### config.mk
export PLATFORM = sky130hd
export DESIGN_NAME = pacman_mover
export DESIGN_NICKNAME = d
export VERILOG_FILES = /design/src/rtl/pacman_mover.sv
export SDC_FILE = /design/constraint.sdc
export NUM_CORES = 1
export LEC_CHECK = 0
export CORE_AREA = 2 2 81 83
export CTS_BUF_LIST = sky130_fd_sc_hd__clkbuf_16
export DETAILED_ROUTE_END_ITERATION = 10
export DIE_AREA = 0 0 83 85
export PLACE_DENSITY = 0.85
export SLEW_MARGIN = 20
export SYNTH_ARGS = -nofsm -noshare
export SYNTH_HDL_FRONTEND = slang
export SYNTH_SLANG_ARGS = --single-unit
### constraint.sdc
create_clock -name clk -period 7.13 [get_ports clk]
set_input_delay 1.426 -clock clk [delete_from_list [all_inputs] [get_ports clk]]
set_output_delay 1.426 -clock clk [all_outputs]
set_load 0.01 [all_outputs]
### src/rtl/pacman_mover.sv
// Pac-Man sprite position owner: once per frame (vsync falling edge) it moves the sprite
// by one step in the latched key direction and publishes X then Y over the active-low memWr bus.
module pacman_mover #(
   parameter int unsigned SCREEN_W    = 640,
   parameter int unsigned SCREEN_H    = 480,
   parameter int unsigned SPRITE_SIZE = 32,
   parameter int unsigned STEP        = 4,
   parameter int unsigned START_X     = 304,
   parameter int unsigned START_Y     = 224,
   parameter logic [7:0]  KEY_UP      = 8'h57,
   parameter logic [7:0]  KEY_DOWN    = 8'h53,
   parameter logic [7:0]  KEY_LEFT    = 8'h41,
   parameter logic [7:0]  KEY_RIGHT   = 8'h44
) (
   input  logic        clk,
   input  logic        rst,
   input  logic        vsync,
   input  logic [7:0]  letra,
   input  logic        enable,
   output logic        memWr,
   output logic [31:0] address,
   output logic [31:0] datoOut,
   output logic [9:0]  pos_x,
   output logic [9:0]  pos_y,
   output logic        busy
);

   localparam int unsigned POS_W  = 10;
   localparam int unsigned CALC_W = 11;
   localparam logic [CALC_W-1:0] MAX_X  = CALC_W'(SCREEN_W - SPRITE_SIZE);
   localparam logic [CALC_W-1:0] MAX_Y  = CALC_W'(SCREEN_H - SPRITE_SIZE);
   localparam logic [CALC_W-1:0] STEP_V = CALC_W'(STEP);

   typedef enum logic [2:0] {INIT, IDLE, UPDATE, WR_X, WR_Y} state_t;
   typedef enum logic [2:0] {DIR_NONE, DIR_UP, DIR_DOWN, DIR_LEFT, DIR_RIGHT} dir_t;

   state_t            state, next_state;
   dir_t              dir, next_dir, key_dir;
   logic              pending, next_pending;
   logic              vs_d;
   logic              tick;
   logic [POS_W-1:0]  next_x, next_y;
   logic [CALC_W-1:0] x_ext, y_ext, x_sum, y_sum;

   assign tick = vs_d & ~vsync;

   // Next-state, direction latch and clamped movement
   always_comb begin
      next_state   = state;
      next_pending = pending;
      next_dir     = dir;
      next_x       = pos_x;
      next_y       = pos_y;
      x_ext        = {1'b0, pos_x};
      y_ext        = {1'b0, pos_y};
      x_sum        = x_ext + STEP_V;
      y_sum        = y_ext + STEP_V;
      key_dir      = dir;

      if (letra == KEY_UP)         key_dir = DIR_UP;
      else if (letra == KEY_DOWN)  key_dir = DIR_DOWN;
      else if (letra == KEY_LEFT)  key_dir = DIR_LEFT;
      else if (letra == KEY_RIGHT) key_dir = DIR_RIGHT;

      case (state)
         INIT: begin
            next_state = WR_X;
            if (tick) next_pending = 1'b1;
         end
         IDLE: begin
            if (!enable) begin
               next_pending = 1'b0;
            end else if (tick || pending) begin
               next_state   = UPDATE;
               next_pending = 1'b0;
            end
         end
         UPDATE: begin
            if (tick) next_pending = 1'b1;
            next_dir   = key_dir;
            next_state = WR_X;
            case (key_dir)
               DIR_LEFT:  next_x = (x_ext < STEP_V) ? '0 : POS_W'(x_ext - STEP_V);
               DIR_RIGHT: next_x = POS_W'((x_sum > MAX_X) ? MAX_X : x_sum);
               DIR_UP:    next_y = (y_ext < STEP_V) ? '0 : POS_W'(y_ext - STEP_V);
               DIR_DOWN:  next_y = POS_W'((y_sum > MAX_Y) ? MAX_Y : y_sum);
               default:   ;
            endcase
         end
         WR_X: begin
            if (tick) next_pending = 1'b1;
            next_state = WR_Y;
         end
         WR_Y: begin
            if (tick) next_pending = 1'b1;
            next_state = IDLE;
         end
         default: next_state = INIT;
      endcase
   end

   // State, position and bus outputs; bus fields are derived from next_state so they line up with WR_X/WR_Y
   always_ff @(posedge clk) begin
      if (!rst) begin
         state   <= INIT;
         dir     <= DIR_NONE;
         pending <= 1'b0;
         vs_d    <= 1'b1;
         pos_x   <= POS_W'(START_X);
         pos_y   <= POS_W'(START_Y);
         memWr   <= 1'b1;
         address <= '0;
         datoOut <= '0;
         busy    <= 1'b1;
      end else begin
         state   <= next_state;
         dir     <= next_dir;
         pending <= next_pending;
         vs_d    <= vsync;
         pos_x   <= next_x;
         pos_y   <= next_y;
         memWr   <= !((next_state == WR_X) || (next_state == WR_Y));
         address <= (next_state == WR_Y) ? 32'd1 : 32'd0;
         if (next_state == WR_X)      datoOut <= 32'(next_x);
         else if (next_state == WR_Y) datoOut <= 32'(next_y);
         else                         datoOut <= '0;
         busy    <= (next_state != IDLE);
      end
   end

endmodule

==> metrics.txt, run 1 <==
# TYPE chip_impl_metric gauge
chip_impl_metric{name="p_leak",unit="nW"} 1.36
chip_impl_metric{name="port-buffer-count",unit=""} 44
chip_impl_metric{name="clockPowerShare",unit=""} 0.426
chip_impl_metric{name="count_of_cell_types_in_the_netlist",unit=""} 73
chip_impl_info{name="timing.critical_path.cells",value="clkdlybuf4s50_1 > nor4b_2 > a31oi_1 > a31oi_2 > or4b_1 > or2_1 > a21oi_2 > a21oi_1 > o31ai_2"} 1
chip_impl_metric{name="hold_depth",unit=""} 1
chip_impl_metric{name="detailedPlace.worstSlack",unit="ns"} 2.65
chip_impl_metric{name="antenna_violating_nets_post_route",unit=""} 0
chip_impl_metric{name="route.vias.total",unit=""} 2921
chip_impl_metric{name="post-dp-hpwl",unit="mm"} 5.32
chip_impl_metric{name="drv.max_cap_violation_count",unit=""} 0
chip_impl_metric{name="synth_adder_area_share",unit=""} 0.0276
chip_impl_metric{name="ctsHtreeMaxLevel",unit=""} 2
chip_impl_metric{name="post_synthesis_simple_gate_area_fraction",unit=""} 0.249
chip_impl_metric{name="viasPerCell",unit=""} 5.74
chip_impl_metric{name="routed_wl",unit="mm"} 7.24
chip_impl_info{name="min_path_type",value="reg -> reg"} 1
chip_impl_metric{name="post_cts.resized_instances",unit=""} 0
chip_impl_metric{name="final_layout_size_suffix_gt1_frac",unit=""} 0.0556
chip_impl_metric{name="finalNetCount",unit=""} 450
chip_impl_metric{name="setup_slack",unit="ns"} 2.89
chip_impl_info{name="cts.root.buffer_cell",value="sky130_fd_sc_hd__clkbuf_16"} 1
chip_impl_metric{name="p_comb_frac",unit=""} 0.149
chip_impl_metric{name="row_count",unit=""} 29
chip_impl_metric{name="cts_post_setup_buffers_inserted",unit=""} 0
chip_impl_metric{name="die_area",unit="mm^2"} 0.00706
chip_impl_metric{name="finalHoldViolations",unit=""} 0
chip_impl_metric{name="path_depth",unit=""} 9
chip_impl_metric{name="wl_per_cell",unit="um"} 14.2
chip_impl_info{name="synth.top_cells.by_count",value="sky130_fd_sc_hd__buf_4, sky130_fd_sc_hd__dfxtp_1, sky130_fd_sc_hd__nor2_1"} 1
chip_impl_info{name="largest_family_of_logic_cells_by_synthesized_area",value="simple AND/OR/NAND/NOR gates"} 1
chip_impl_metric{name="power_frac_seq",unit=""} 0.425
chip_impl_metric{name="floorplan.core_area",unit="mm^2"} 0.00620
chip_impl_metric{name="ys_ff_latch",unit=""} 41
chip_impl_metric{name="cts.clk_slew.worst_paths",unit="ns"} 0.06
chip_impl_metric{name="final.setup.tns",unit="ns"} 0
chip_impl_metric{name="fill_cells",unit=""} 575
chip_impl_metric{name="cellPowerDensity",unit="mW/mm^2"} 167
chip_impl_info{name="worst_path_max_delay_cell",value="sky130_fd_sc_hd__nor4b_2"} 1
chip_impl_metric{name="switching_share",unit=""} 0.253
chip_impl_metric{name="wire_length_of_the_first_global_routing_pass",unit="mm"} 11.7
chip_impl_info{name="grt_setup_unrepaired",value="no"} 1
chip_impl_info{name="yosysMostFrequentCell",value="sky130_fd_sc_hd__buf_4"} 1
chip_impl_metric{name="setup_violations",unit=""} 0
chip_impl_metric{name="syn-cell-area",unit="mm^2"} 0.00308
chip_impl_metric{name="grt_start_max_net_pins",unit=""} 19
chip_impl_metric{name="area.sequential",unit="um^2"} 821
chip_impl_info{name="startpoint_type",value="input pin"} 1
chip_impl_metric{name="number_of_buffers_added_by_the_clock_tree_synthesis_step",unit=""} 5
chip_impl_metric{name="initial_utilization",unit=""} 0.496
chip_impl_metric{name="slew_at_the_pin_closest_to_its_max_slew_limit",unit="ns"} 0.728
chip_impl_metric{name="global_router_s_overall_resource_usage",unit=""} 0.196
chip_impl_info{name="status",value="complete, no violations"} 1
chip_impl_metric{name="detailedRoute.firstIterationViolations",unit=""} 289
chip_impl_metric{name="drc_errors",unit=""} 0
chip_impl_metric{name="initial_antenna_violation_count",unit=""} 0
chip_impl_metric{name="diodes",unit=""} 0
chip_impl_info{name="path_delay_family",value="simple AND/OR/NAND/NOR gates"} 1
chip_impl_metric{name="chipHeight",unit="um"} 85
chip_impl_metric{name="syn_area_per_cell",unit="um^2"} 7.53
chip_impl_metric{name="worst-path-max-fanout",unit=""} 9
chip_impl_metric{name="first_global_vias",unit=""} 2473
chip_impl_metric{name="synthesized_area_fraction_occupied_by_ao_oa_aoi_and_oai_cells",unit=""} 0.230
chip_impl_metric{name="gpl.final_weighted_congestion",unit=""} 0.929
chip_impl_metric{name="report.power.total",unit="uW"} 578
chip_impl_metric{name="fmaxAchievable",unit="MHz"} 236
chip_impl_metric{name="post-synth-top-area-fraction",unit=""} 0.267
chip_impl_metric{name="timing.slew.headroom",unit=""} 0.511
chip_impl_metric{name="hold_buffers",unit=""} 0
chip_impl_info{name="critPathCaptureType",value="register"} 1
chip_impl_metric{name="power.internal",unit="uW"} 432
chip_impl_info{name="timing_worst_setup_path_type",value="in -> reg"} 1
chip_impl_metric{name="clock_sinks",unit=""} 41
chip_impl_metric{name="synth_enable_flop_cells",unit=""} 0
chip_impl_metric{name="worstRegToRegCells",unit=""} 8
chip_impl_info{name="tritoncts",value="yes"} 1
chip_impl_metric{name="path_buf_inv",unit=""} 1
chip_impl_metric{name="synth-async-reset-ratio",unit=""} 0
chip_impl_metric{name="netlist_instances",unit=""} 409
chip_impl_metric{name="final_max_slew_viol_count",unit=""} 0
chip_impl_metric{name="finClkSkew",unit="ns"} 0.00450
chip_impl_metric{name="globalRouteOverflowTotal",unit=""} 0
chip_impl_info{name="synth_flop_cell",value="sky130_fd_sc_hd__dfxtp_1"} 1
chip_impl_metric{name="timing.critical_path.required",unit="ns"} 7.32
chip_impl_metric{name="max-clock-path-buffers",unit=""} 2
chip_impl_metric{name="finalCriticalPeriod",unit="ns"} 4.24
chip_impl_metric{name="power_switching",unit="uW"} 146
chip_impl_info{name="yosys.area.top_type",value="sky130_fd_sc_hd__dfxtp_1"} 1
chip_impl_metric{name="pin_count",unit=""} 98
chip_impl_metric{name="max-vdd-ir-drop",unit="uV"} 88.4
chip_impl_metric{name="ys_warn_count",unit=""} 0
chip_impl_metric{name="synth.yosys.seq_area_share",unit=""} 0.267
chip_impl_metric{name="area_growth",unit="%"} 12.2
chip_impl_metric{name="clock_latency",unit="ns"} 0.28
chip_impl_metric{name="synth.area.mux_share",unit=""} 0.0171
chip_impl_metric{name="drtPass1Iterations",unit=""} 5
chip_impl_metric{name="synth_xor_xnor_area_share",unit=""} 0.0171
chip_impl_metric{name="timing.final.crit_share",unit=""} 0.595
chip_impl_metric{name="critical_path.max_stage_delay",unit="ns"} 0.60
chip_impl_info{name="yosys-top-cells-area",value="sky130_fd_sc_hd__dfxtp_1, sky130_fd_sc_hd__buf_4, sky130_fd_sc_hd__nor2_1, sky130_fd_sc_hd__nand2_1, sky130_fd_sc_hd__a21oi_1"} 1
chip_impl_metric{name="fp.dieW",unit="um"} 83
chip_impl_metric{name="cp.arrival",unit="ns"} 4.43
chip_impl_metric{name="multiInputGateArea",unit="mm^2"} 0.00187
metal layers:
metal | up-vias | GRT usage | part of all wire
met4 | 0 | 0.0581 | 0.019
met1 | 1345 | 0.254 | 0.42
met5 | - | 0 | 0
met3 | 22 | 0.0409 | 0.079
met2 | 159 | 0.331 | 0.48
li1 | 1395 | - | -
path summary, 6_finish.rpt:
kind | from | to | slack [ns]
hold / removal | pos_x[0]$_SDFF_PN0_ | pos_x[0]$_SDFF_PN0_ | 0.52
hold reg to reg | pos_x[0]$_SDFF_PN0_ | pos_x[0]$_SDFF_PN0_ | 0.52
setup / recovery | letra[7] | datoOut[9]$_SDFF_PN0_ | 2.89
setup reg to reg | pos_x[2]$_SDFF_PN0_ | datoOut[4]$_SDFF_PN0_ | 4.16
cell type report:
class                           instances  share of cell area
Clock buffer                            5              0.0362
Clock inverter                          2              0.0101
Inverter                               19              0.0206
Multi-Input combinational cell        321               0.540
Sequential cell                        41               0.238
Tap cell                               77              0.0279
Timing Repair Buffer                   44               0.127
layout by cell type, fill, tap and decap left out, drive strengths merged, types with 4 or more instances in the layout:
cell type / Yosys / layout
a21oi: 20 / 20
a31oi: 7 / 7
a32o: 5 / 5
and2: 5 / 5
and3: 6 / 6
clkbuf: 20 / 5
clkdlybuf4s50: 0 / 44
conb: 1 / 53
dfxtp: 41 / 41
ha: 6 / 6
inv: 18 / 18
nand2: 35 / 35
nand2b: 4 / 4
nand3: 17 / 17
nand3b: 6 / 6
nand4: 4 / 4
nor2: 38 / 38
nor3: 8 / 8
nor4: 5 / 5
o21ai: 20 / 20
o22ai: 8 / 8
or2: 4 / 4
xnor2: 5 / 5
state kept, by name (all words and copies together) (netlist names):
| name | cells |
|---|---|
| address | 1 |
| busy | 1 |
| datoOut | 10 |
| dir | 3 |
| memWr | 1 |
| pending | 1 |
| pos_x | 10 |
| pos_y | 10 |
| state | 3 |
| vs_d | 1 |
per-stage QoR:
step | util | hold slack [ns] | instances | instance area (um^2)
6_report | 0.557 | 0.523 | 509 | 3450
5_1_grt | 0.557 | 0.543 | 509 | 3450
3_5_place_dp | 0.531 | 0.526 | 502 | 3290
2_1_floorplan | - | 0.487 | 461 | 3270
4_1_cts | 0.557 | 0.532 | 509 | 3450
3_3_place_gp | 0.531 | 0.509 | 502 | 3290
power by group through the flow:
stage          Clock, mW  Combinational, mW  Sequential [mW]
2_1_floorplan          0             0.0806            0.248
3_3_place_gp           0             0.0826            0.250
3_5_place_dp           0             0.0844            0.250
4_1_cts            0.248             0.0849            0.246
5_1_grt            0.259             0.0940            0.247
6_report           0.246             0.0864            0.246
kinds of logic (layout without fill, tap and decap cells):
group | count (synthesis) | count (layout)
fa+ha+maj | 7 | 7
simple gates | 150 | 150
compound gates | 100 | 100
xor+xnor | 6 | 6
buf+inv | 99 | 70
other cells | 1 | 53
mux | 5 | 5
flops | 41 | 41
worst reg2reg max path, delay by kind of cell (launching register included):
family	cells	cell delay, ns
AO/OA/AOI/OAI	4	1.17
AND/OR/NAND/NOR	3	1.02
flip-flops	1	0.59
buffers and inverters	1	0.07
(Power assumes the default switching activity.)
==> run 2: changes to the inputs <==
--- a/config.mk
+++ b/config.mk
@@ -5,11 +5,11 @@
 export SDC_FILE = /design/constraint.sdc
 export NUM_CORES = 1
 export LEC_CHECK = 0
-export CORE_AREA = 2 2 81 83
+export CORE_AREA = 2 2 88 90
 export CTS_BUF_LIST = sky130_fd_sc_hd__clkbuf_16
 export DETAILED_ROUTE_END_ITERATION = 10
-export DIE_AREA = 0 0 83 85
-export PLACE_DENSITY = 0.85
+export DIE_AREA = 0 0 90 92
+export PLACE_DENSITY = 0.77
 export SLEW_MARGIN = 20
 export SYNTH_ARGS = -nofsm -noshare
 export SYNTH_HDL_FRONTEND = slang
==> constraint.sdc (replaced) <==
create_clock -name clk -period 3.7 [get_ports clk]
set_input_delay 0.74 -clock clk [delete_from_list [all_inputs] [get_ports clk]]
set_output_delay 0.74 -clock clk [all_outputs]
set_load 0.01 [all_outputs]
==> metrics.txt, run 2 (synthesis gave the netlist of run 1 again) <==
# TYPE chip_impl_metric gauge
chip_impl_metric{name="port-buffer-count",unit=""} 44
chip_impl_metric{name="global_router_s_overall_resource_usage",unit=""} 0.173
chip_impl_info{name="reg2reg_from",value="pos_x[4]$_SDFF_PN1_"} 1
chip_impl_info{name="hold_end",value="pos_x[0]$_SDFF_PN0_"} 1
chip_impl_info{name="final_common_cell",value="sky130_fd_sc_hd__conb_1"} 1
chip_impl_metric{name="floorplan.core_area",unit="mm^2"} 0.00745
chip_impl_info{name="critPathCaptureType",value="register"} 1
chip_impl_metric{name="final_max_slew_viol_count",unit=""} 0
chip_impl_info{name="startpoint_type",value="input pin"} 1
chip_impl_info{name="timing_worst_setup_path_type",value="in -> reg"} 1
chip_impl_metric{name="finClkSkew",unit="ns"} 0.00205
chip_impl_metric{name="fp.dieW",unit="um"} 90
chip_impl_metric{name="finalHoldViolations",unit=""} 0
chip_impl_metric{name="power.internal",unit="uW"} 837
chip_impl_metric{name="fmaxAchievable",unit="MHz"} 303
chip_impl_metric{name="route.vias.total",unit=""} 2905
chip_impl_metric{name="area.sequential",unit="um^2"} 821
chip_impl_info{name="holdCritStartpoint",value="pos_x[0]$_SDFF_PN0_"} 1
chip_impl_metric{name="clockPowerShare",unit=""} 0.422
chip_impl_metric{name="switching_share",unit=""} 0.251
chip_impl_metric{name="drv.max_cap_violation_count",unit=""} 0
chip_impl_metric{name="timing.critical_path.required",unit="ns"} 3.85
chip_impl_metric{name="place_area",unit="mm^2"} 0.00340
chip_impl_metric{name="final_layout_size_suffix_gt1_frac",unit=""} 0.0745
chip_impl_metric{name="routed_wl",unit="mm"} 7.43
chip_impl_metric{name="clock_sinks",unit=""} 41
chip_impl_metric{name="max-clock-path-buffers",unit=""} 2
chip_impl_metric{name="number_of_buffers_added_by_the_clock_tree_synthesis_step",unit=""} 5
chip_impl_metric{name="cts_post_setup_buffers_inserted",unit=""} 0
chip_impl_info{name="min_path_type",value="reg -> reg"} 1
chip_impl_metric{name="diodes",unit=""} 0
chip_impl_info{name="grt_setup_unrepaired",value="no"} 1
chip_impl_info{name="layout.cells.most_common_list",value="sky130_fd_sc_hd__conb_1, sky130_fd_sc_hd__clkdlybuf4s50_1, sky130_fd_sc_hd__dfxtp_1"} 1
chip_impl_metric{name="cp.arrival",unit="ns"} 3.46
chip_impl_metric{name="max-vdd-ir-drop",unit="uV"} 176
chip_impl_metric{name="hold_buffers",unit=""} 0
chip_impl_metric{name="finalNetCount",unit=""} 460
chip_impl_metric{name="wl_per_cell",unit="um"} 13.6
chip_impl_metric{name="row_count",unit=""} 32
chip_impl_metric{name="area_growth",unit="%"} 15.8
chip_impl_metric{name="die_area",unit="mm^2"} 0.00828
chip_impl_metric{name="antenna_violating_nets_post_route",unit=""} 0
chip_impl_metric{name="gpl.final_weighted_congestion",unit=""} 0.966
chip_impl_info{name="status",value="complete, no violations"} 1
chip_impl_metric{name="fill_cells",unit=""} 729
chip_impl_metric{name="first_global_vias",unit=""} 2434
chip_impl_metric{name="timing.final.crit_share",unit=""} 0.893
chip_impl_metric{name="clock_latency",unit="ns"} 0.28
chip_impl_metric{name="p_comb_frac",unit=""} 0.154
chip_impl_metric{name="setup.reg_to_reg.worst_slack",unit="ns"} 0.81
chip_impl_metric{name="drtPass1Iterations",unit=""} 5
chip_impl_metric{name="multiInputGateArea",unit="mm^2"} 0.00187
chip_impl_metric{name="detailedRoute.firstIterationViolations",unit=""} 270
chip_impl_metric{name="p_leak",unit="nW"} 1.41
chip_impl_metric{name="worstRegToRegCells",unit=""} 8
chip_impl_metric{name="post_cts.resized_instances",unit=""} 0
chip_impl_metric{name="grt_start_max_net_pins",unit=""} 18
chip_impl_metric{name="globalRouteOverflowTotal",unit=""} 0
chip_impl_info{name="worstReg2RegEnd",value="datoOut[7]$_SDFF_PN0_"} 1
chip_impl_metric{name="drc_errors",unit=""} 0
chip_impl_metric{name="design_area",unit="mm^2"} 0.00356
chip_impl_metric{name="viasPerCell",unit=""} 5.33
chip_impl_info{name="top_regs",value="datoOut x10, pos_x x10, pos_y x10"} 1
chip_impl_metric{name="wire_length_of_the_first_global_routing_pass",unit="mm"} 11.9
chip_impl_metric{name="power_frac_seq",unit=""} 0.425
chip_impl_metric{name="worst-path-max-fanout",unit=""} 7
chip_impl_metric{name="chipHeight",unit="um"} 92
chip_impl_metric{name="setup_violations",unit=""} 0
chip_impl_metric{name="power_switching",unit="uW"} 281
chip_impl_metric{name="finalCriticalPeriod",unit="ns"} 3.30
chip_impl_metric{name="slew_at_the_pin_closest_to_its_max_slew_limit",unit="ns"} 0.535
chip_impl_metric{name="final.setup.tns",unit="ns"} 0
chip_impl_info{name="tritoncts",value="yes"} 1
chip_impl_metric{name="timing.slew.headroom",unit=""} 0.643
chip_impl_info{name="cts.root.buffer_cell",value="sky130_fd_sc_hd__clkbuf_16"} 1
chip_impl_metric{name="pin_count",unit=""} 98
chip_impl_metric{name="ctsHtreeMaxLevel",unit=""} 2
chip_impl_metric{name="initial_utilization",unit=""} 0.413
chip_impl_metric{name="initial_antenna_violation_count",unit=""} 0
chip_impl_metric{name="post-dp-hpwl",unit="mm"} 5.49
chip_impl_metric{name="hold_depth",unit=""} 1
chip_impl_metric{name="cellPowerDensity",unit="mW/mm^2"} 314
chip_impl_metric{name="cts.clk_slew.worst_paths",unit="ns"} 0.05
[run 2: metal layers]
| metal | up-vias | track usage | part of all wire |
|---|---|---|---|
| li1 | 1422 | - | - |
| met1 | 1340 | 0.228 | 0.44 |
| met2 | 128 | 0.281 | 0.48 |
| met3 | 15 | 0.0370 | 0.061 |
| met4 | 0 | 0.0615 | 0.024 |
| met5 | - | 0 | 0 |
[run 2: layout make-up]
type                    count  area share
clock buffers               5      0.0351
flip-flops and latches     41       0.230
multi-input cells         321       0.524
well taps                 102      0.0358
clock inverters             3      0.0105
repair buffers             54       0.145
inverters                  19      0.0200
[run 2: worst max-delay path by stage]
stage               cells past startpoint                     to  startpoint
finish                                 10  datoOut[8]$_SDFF_PN0_    letra[7]
global route                            9  datoOut[9]$_SDFF_PN0_    letra[0]
CTS                                     9  datoOut[9]$_SDFF_PN0_    letra[7]
detailed placement                      9  datoOut[9]$_SDFF_PN0_    letra[7]
global placement                        9  datoOut[9]$_SDFF_PN0_    letra[7]
floorplan                              11  datoOut[9]$_SDFF_PN0_    letra[7]
[run 2: worst max-delay path: stages]
cell                              delay, ns
sky130_fd_sc_hd__clkdlybuf4s50_1       0.44
sky130_fd_sc_hd__or4b_1                0.68
sky130_fd_sc_hd__o32ai_1               0.37
sky130_fd_sc_hd__o21ba_2               0.20
sky130_fd_sc_hd__nand2_1               0.15
sky130_fd_sc_hd__a21oi_1               0.27
sky130_fd_sc_hd__buf_4                 0.18
sky130_fd_sc_hd__o211ai_1              0.08
sky130_fd_sc_hd__o21ai_1               0.24
sky130_fd_sc_hd__o22ai_1               0.11
[run 2: stage by stage]
step	hold slack [ns]	total power, mW	worst slack (ns)	utilization	instances
after global routing	0.526	1.17	0.278	0.478	545
after CTS	0.519	1.12	0.409	0.478	545
after global placement	0.509	0.649	0.198	0.457	537
after detailed placement	0.512	0.652	0.151	0.457	537
after floorplan	0.487	0.634	0.662	-	461
final	0.512	1.12	0.396	0.478	545
[run 2: power by group through the flow]
stage	Clock [mW]	Sequential, mW	Combinational [mW]
after detailed placement	0	0.484	0.168
final	0.471	0.475	0.172
after global routing	0.507	0.476	0.187
after CTS	0.479	0.474	0.169
after floorplan	0	0.478	0.155
after global placement	0	0.483	0.166
==> run 3: changes to the inputs <==
--- a/config.mk
+++ b/config.mk
@@ -10,6 +10,7 @@
 export DETAILED_ROUTE_END_ITERATION = 10
 export DIE_AREA = 0 0 90 92
 export PLACE_DENSITY = 0.77
+export RECOVER_POWER = 50
 export SLEW_MARGIN = 20
 export SYNTH_ARGS = -nofsm -noshare
 export SYNTH_HDL_FRONTEND = slang
==> metrics.txt, run 3 (synthesis gave the netlist of run 1 again) <==
# TYPE chip_impl_metric gauge
chip_impl_info{name="path_delay_family",value="compound AO/OA/AOI/OAI gates"} 1
chip_impl_metric{name="chipHeight",unit="um"} 92
chip_impl_info{name="status",value="complete, no violations"} 1
chip_impl_metric{name="place_inst",unit=""} 537
chip_impl_metric{name="setup_slack",unit="ns"} 0.384
chip_impl_metric{name="gpl.final_weighted_congestion",unit=""} 0.966
chip_impl_metric{name="path_buf_inv",unit=""} 2
chip_impl_metric{name="area_growth",unit="%"} 15.5
chip_impl_metric{name="finalNetCount",unit=""} 460
chip_impl_metric{name="critical_path.max_stage_delay",unit="ns"} 0.68
chip_impl_metric{name="number_of_buffers_added_by_the_clock_tree_synthesis_step",unit=""} 5
chip_impl_metric{name="max-clock-path-buffers",unit=""} 2
chip_impl_metric{name="finClkSkew",unit="ns"} 0.00237
chip_impl_info{name="final_common_cell",value="sky130_fd_sc_hd__conb_1"} 1
chip_impl_metric{name="cts.clk_slew.worst_paths",unit="ns"} 0.05
chip_impl_metric{name="final.setup.tns",unit="ns"} 0
chip_impl_metric{name="route.vias.total",unit=""} 2923
chip_impl_metric{name="final_max_slew_viol_count",unit=""} 0
chip_impl_metric{name="row_count",unit=""} 32
chip_impl_info{name="tritoncts",value="yes"} 1
chip_impl_info{name="startpoint_type",value="input pin"} 1
chip_impl_metric{name="initial_antenna_violation_count",unit=""} 0
chip_impl_info{name="timing_worst_setup_path_type",value="in -> reg"} 1
chip_impl_metric{name="fmaxAchievable",unit="MHz"} 302
chip_impl_metric{name="port-buffer-count",unit=""} 44
chip_impl_metric{name="drv.max_cap_violation_count",unit=""} 0
chip_impl_metric{name="cts_post_setup_buffers_inserted",unit=""} 0
chip_impl_metric{name="timing.slew.headroom",unit=""} 0.424
chip_impl_metric{name="hold_buffers",unit=""} 0
chip_impl_metric{name="post_cts.resized_instances",unit=""} 0
chip_impl_metric{name="fin_cells",unit=""} 545
chip_impl_info{name="layout.cells.most_common_list",value="sky130_fd_sc_hd__conb_1, sky130_fd_sc_hd__dfxtp_1, sky130_fd_sc_hd__nor2_1"} 1
chip_impl_metric{name="timing.final.crit_share",unit=""} 0.896
chip_impl_metric{name="floorplan.core_area",unit="mm^2"} 0.00745
chip_impl_metric{name="drtPass1Iterations",unit=""} 5
chip_impl_metric{name="timing.critical_path.required",unit="ns"} 3.83
chip_impl_metric{name="diodes",unit=""} 0
chip_impl_metric{name="wire_length_of_the_first_global_routing_pass",unit="mm"} 11.9
chip_impl_info{name="timing.critical_path.cells",value="clkdlybuf4s50_1 > or4b_1 > o32ai_1 > o21ba_2 > nand2_1 > a21oi_1 > buf_4 > o211ai_1 > o21ai_1 > nand2_1"} 1
chip_impl_metric{name="final_layout_size_suffix_gt1_frac",unit=""} 0.0700
chip_impl_metric{name="initial_utilization",unit=""} 0.413
chip_impl_metric{name="post-dp-hpwl",unit="mm"} 5.49
chip_impl_info{name="critical_path.most_common_cell",value="sky130_fd_sc_hd__nand2_1"} 1
chip_impl_metric{name="clock_latency",unit="ns"} 0.28
chip_impl_metric{name="report.power.total",unit="mW"} 1.11
chip_impl_metric{name="die_area",unit="mm^2"} 0.00828
chip_impl_metric{name="p_leak",unit="nW"} 1.46
chip_impl_metric{name="viasPerCell",unit=""} 5.36
chip_impl_metric{name="globalRouteOverflowTotal",unit=""} 0
chip_impl_metric{name="design_area",unit="mm^2"} 0.00356
chip_impl_metric{name="ctsHtreeMaxLevel",unit=""} 2
chip_impl_metric{name="grt_start_max_net_pins",unit=""} 18
chip_impl_metric{name="finalCriticalPeriod",unit="ns"} 3.32
chip_impl_metric{name="drc_errors",unit=""} 0
chip_impl_metric{name="global_router_s_overall_resource_usage",unit=""} 0.173
chip_impl_metric{name="antenna_violating_nets_post_route",unit=""} 0
chip_impl_metric{name="routed_wl",unit="mm"} 7.45
chip_impl_metric{name="finalHoldViolations",unit=""} 0
chip_impl_info{name="worst_path_max_delay_cell",value="sky130_fd_sc_hd__or4b_1"} 1
chip_impl_metric{name="cp.arrival",unit="ns"} 3.44
chip_impl_info{name="top_regs",value="datoOut x10, pos_x x10, pos_y x10"} 1
chip_impl_info{name="cts.root.buffer_cell",value="sky130_fd_sc_hd__clkbuf_16"} 1
chip_impl_info{name="grt_setup_unrepaired",value="no"} 1
chip_impl_metric{name="place_area",unit="mm^2"} 0.00340
chip_impl_metric{name="cellPowerDensity",unit="mW/mm^2"} 312
chip_impl_info{name="critPathCaptureType",value="register"} 1
chip_impl_metric{name="setup_violations",unit=""} 0
chip_impl_metric{name="wl_per_cell",unit="um"} 13.7
chip_impl_metric{name="max-vdd-ir-drop",unit="uV"} 176
chip_impl_metric{name="pin_count",unit=""} 98
chip_impl_info{name="min_path_type",value="reg -> reg"} 1
chip_impl_metric{name="detailedPlace.worstSlack",unit="ns"} 0.151
chip_impl_metric{name="clock_sinks",unit=""} 41
chip_impl_metric{name="first_global_vias",unit=""} 2434
chip_impl_metric{name="fp.dieW",unit="um"} 90
chip_impl_metric{name="worst-path-max-fanout",unit=""} 7
chip_impl_metric{name="detailedRoute.firstIterationViolations",unit=""} 289
chip_impl_metric{name="slew_at_the_pin_closest_to_its_max_slew_limit",unit="ns"} 0.863
[run 3: changes by cell type in the layout (fill, tap and decap cells not counted), sizes merged]
cell           change
clkdlybuf4s50     -29
dlygate4sd3       +29
buf                -2
clkbuf             +2
[run 3: stage by stage]
step | hold slack [ns] | util
detailed placement | 0.512 | 0.457
CTS | 0.519 | 0.478
global route | 0.523 | 0.477
floorplan | 0.487 | -
global placement | 0.509 | 0.457
finish | 0.509 | 0.477
[run 3: metal layers]
layer	GRT usage	routed length, um
met5	0	0
met4	0.0615	182
met3	0.0370	465
met2	0.281	3590
met1	0.228	3210
[run 3: worst paths after layout]
kind	from	end	slack, ns	depth (start not counted)
min reg2reg	pos_x[0]$_SDFF_PN0_	pos_x[0]$_SDFF_PN0_	0.51	1
max	letra[7]	pos_x[8]$_SDFF_PN1_	0.38	10
max reg2reg	pos_x[4]$_SDFF_PN1_	datoOut[7]$_SDFF_PN0_	0.80	8
min	pos_x[0]$_SDFF_PN0_	pos_x[0]$_SDFF_PN0_	0.51	1
[run 3: worst reg2reg max path: stages, from the launching register on]
cell and delay (ns):
sky130_fd_sc_hd__dfxtp_1 0.63, sky130_fd_sc_hd__nand4_1 0.29, sky130_fd_sc_hd__or4_1 0.51, sky130_fd_sc_hd__and3b_1 0.20, sky130_fd_sc_hd__o31a_1 0.12, sky130_fd_sc_hd__o21bai_1 0.44, sky130_fd_sc_hd__a21oi_1 0.14, sky130_fd_sc_hd__o21a_1 0.21
sky130_fd_sc_hd__a221o_1 0.25
[run 3: area by class of cell]
| cell class | count | area (um^2) |
|---|---|---|
| tap | 102 | 128 |
| clock buffer | 5 | 125 |
| timing repair buffer | 54 | 508 |
| multi-input combinational | 321 | 1870 |
| inverter | 19 | 71.3 |
| sequential | 41 | 821 |
| fill | 731 | 3890 |
| clock inverter | 3 | 37.5 |
[run 3: report_power, final]
part,total (mW),switching (mW),internal (mW)
sequential,0.474,0.0170,0.457
clock,0.469,0.156,0.313
combinational,0.167,0.105,0.0625
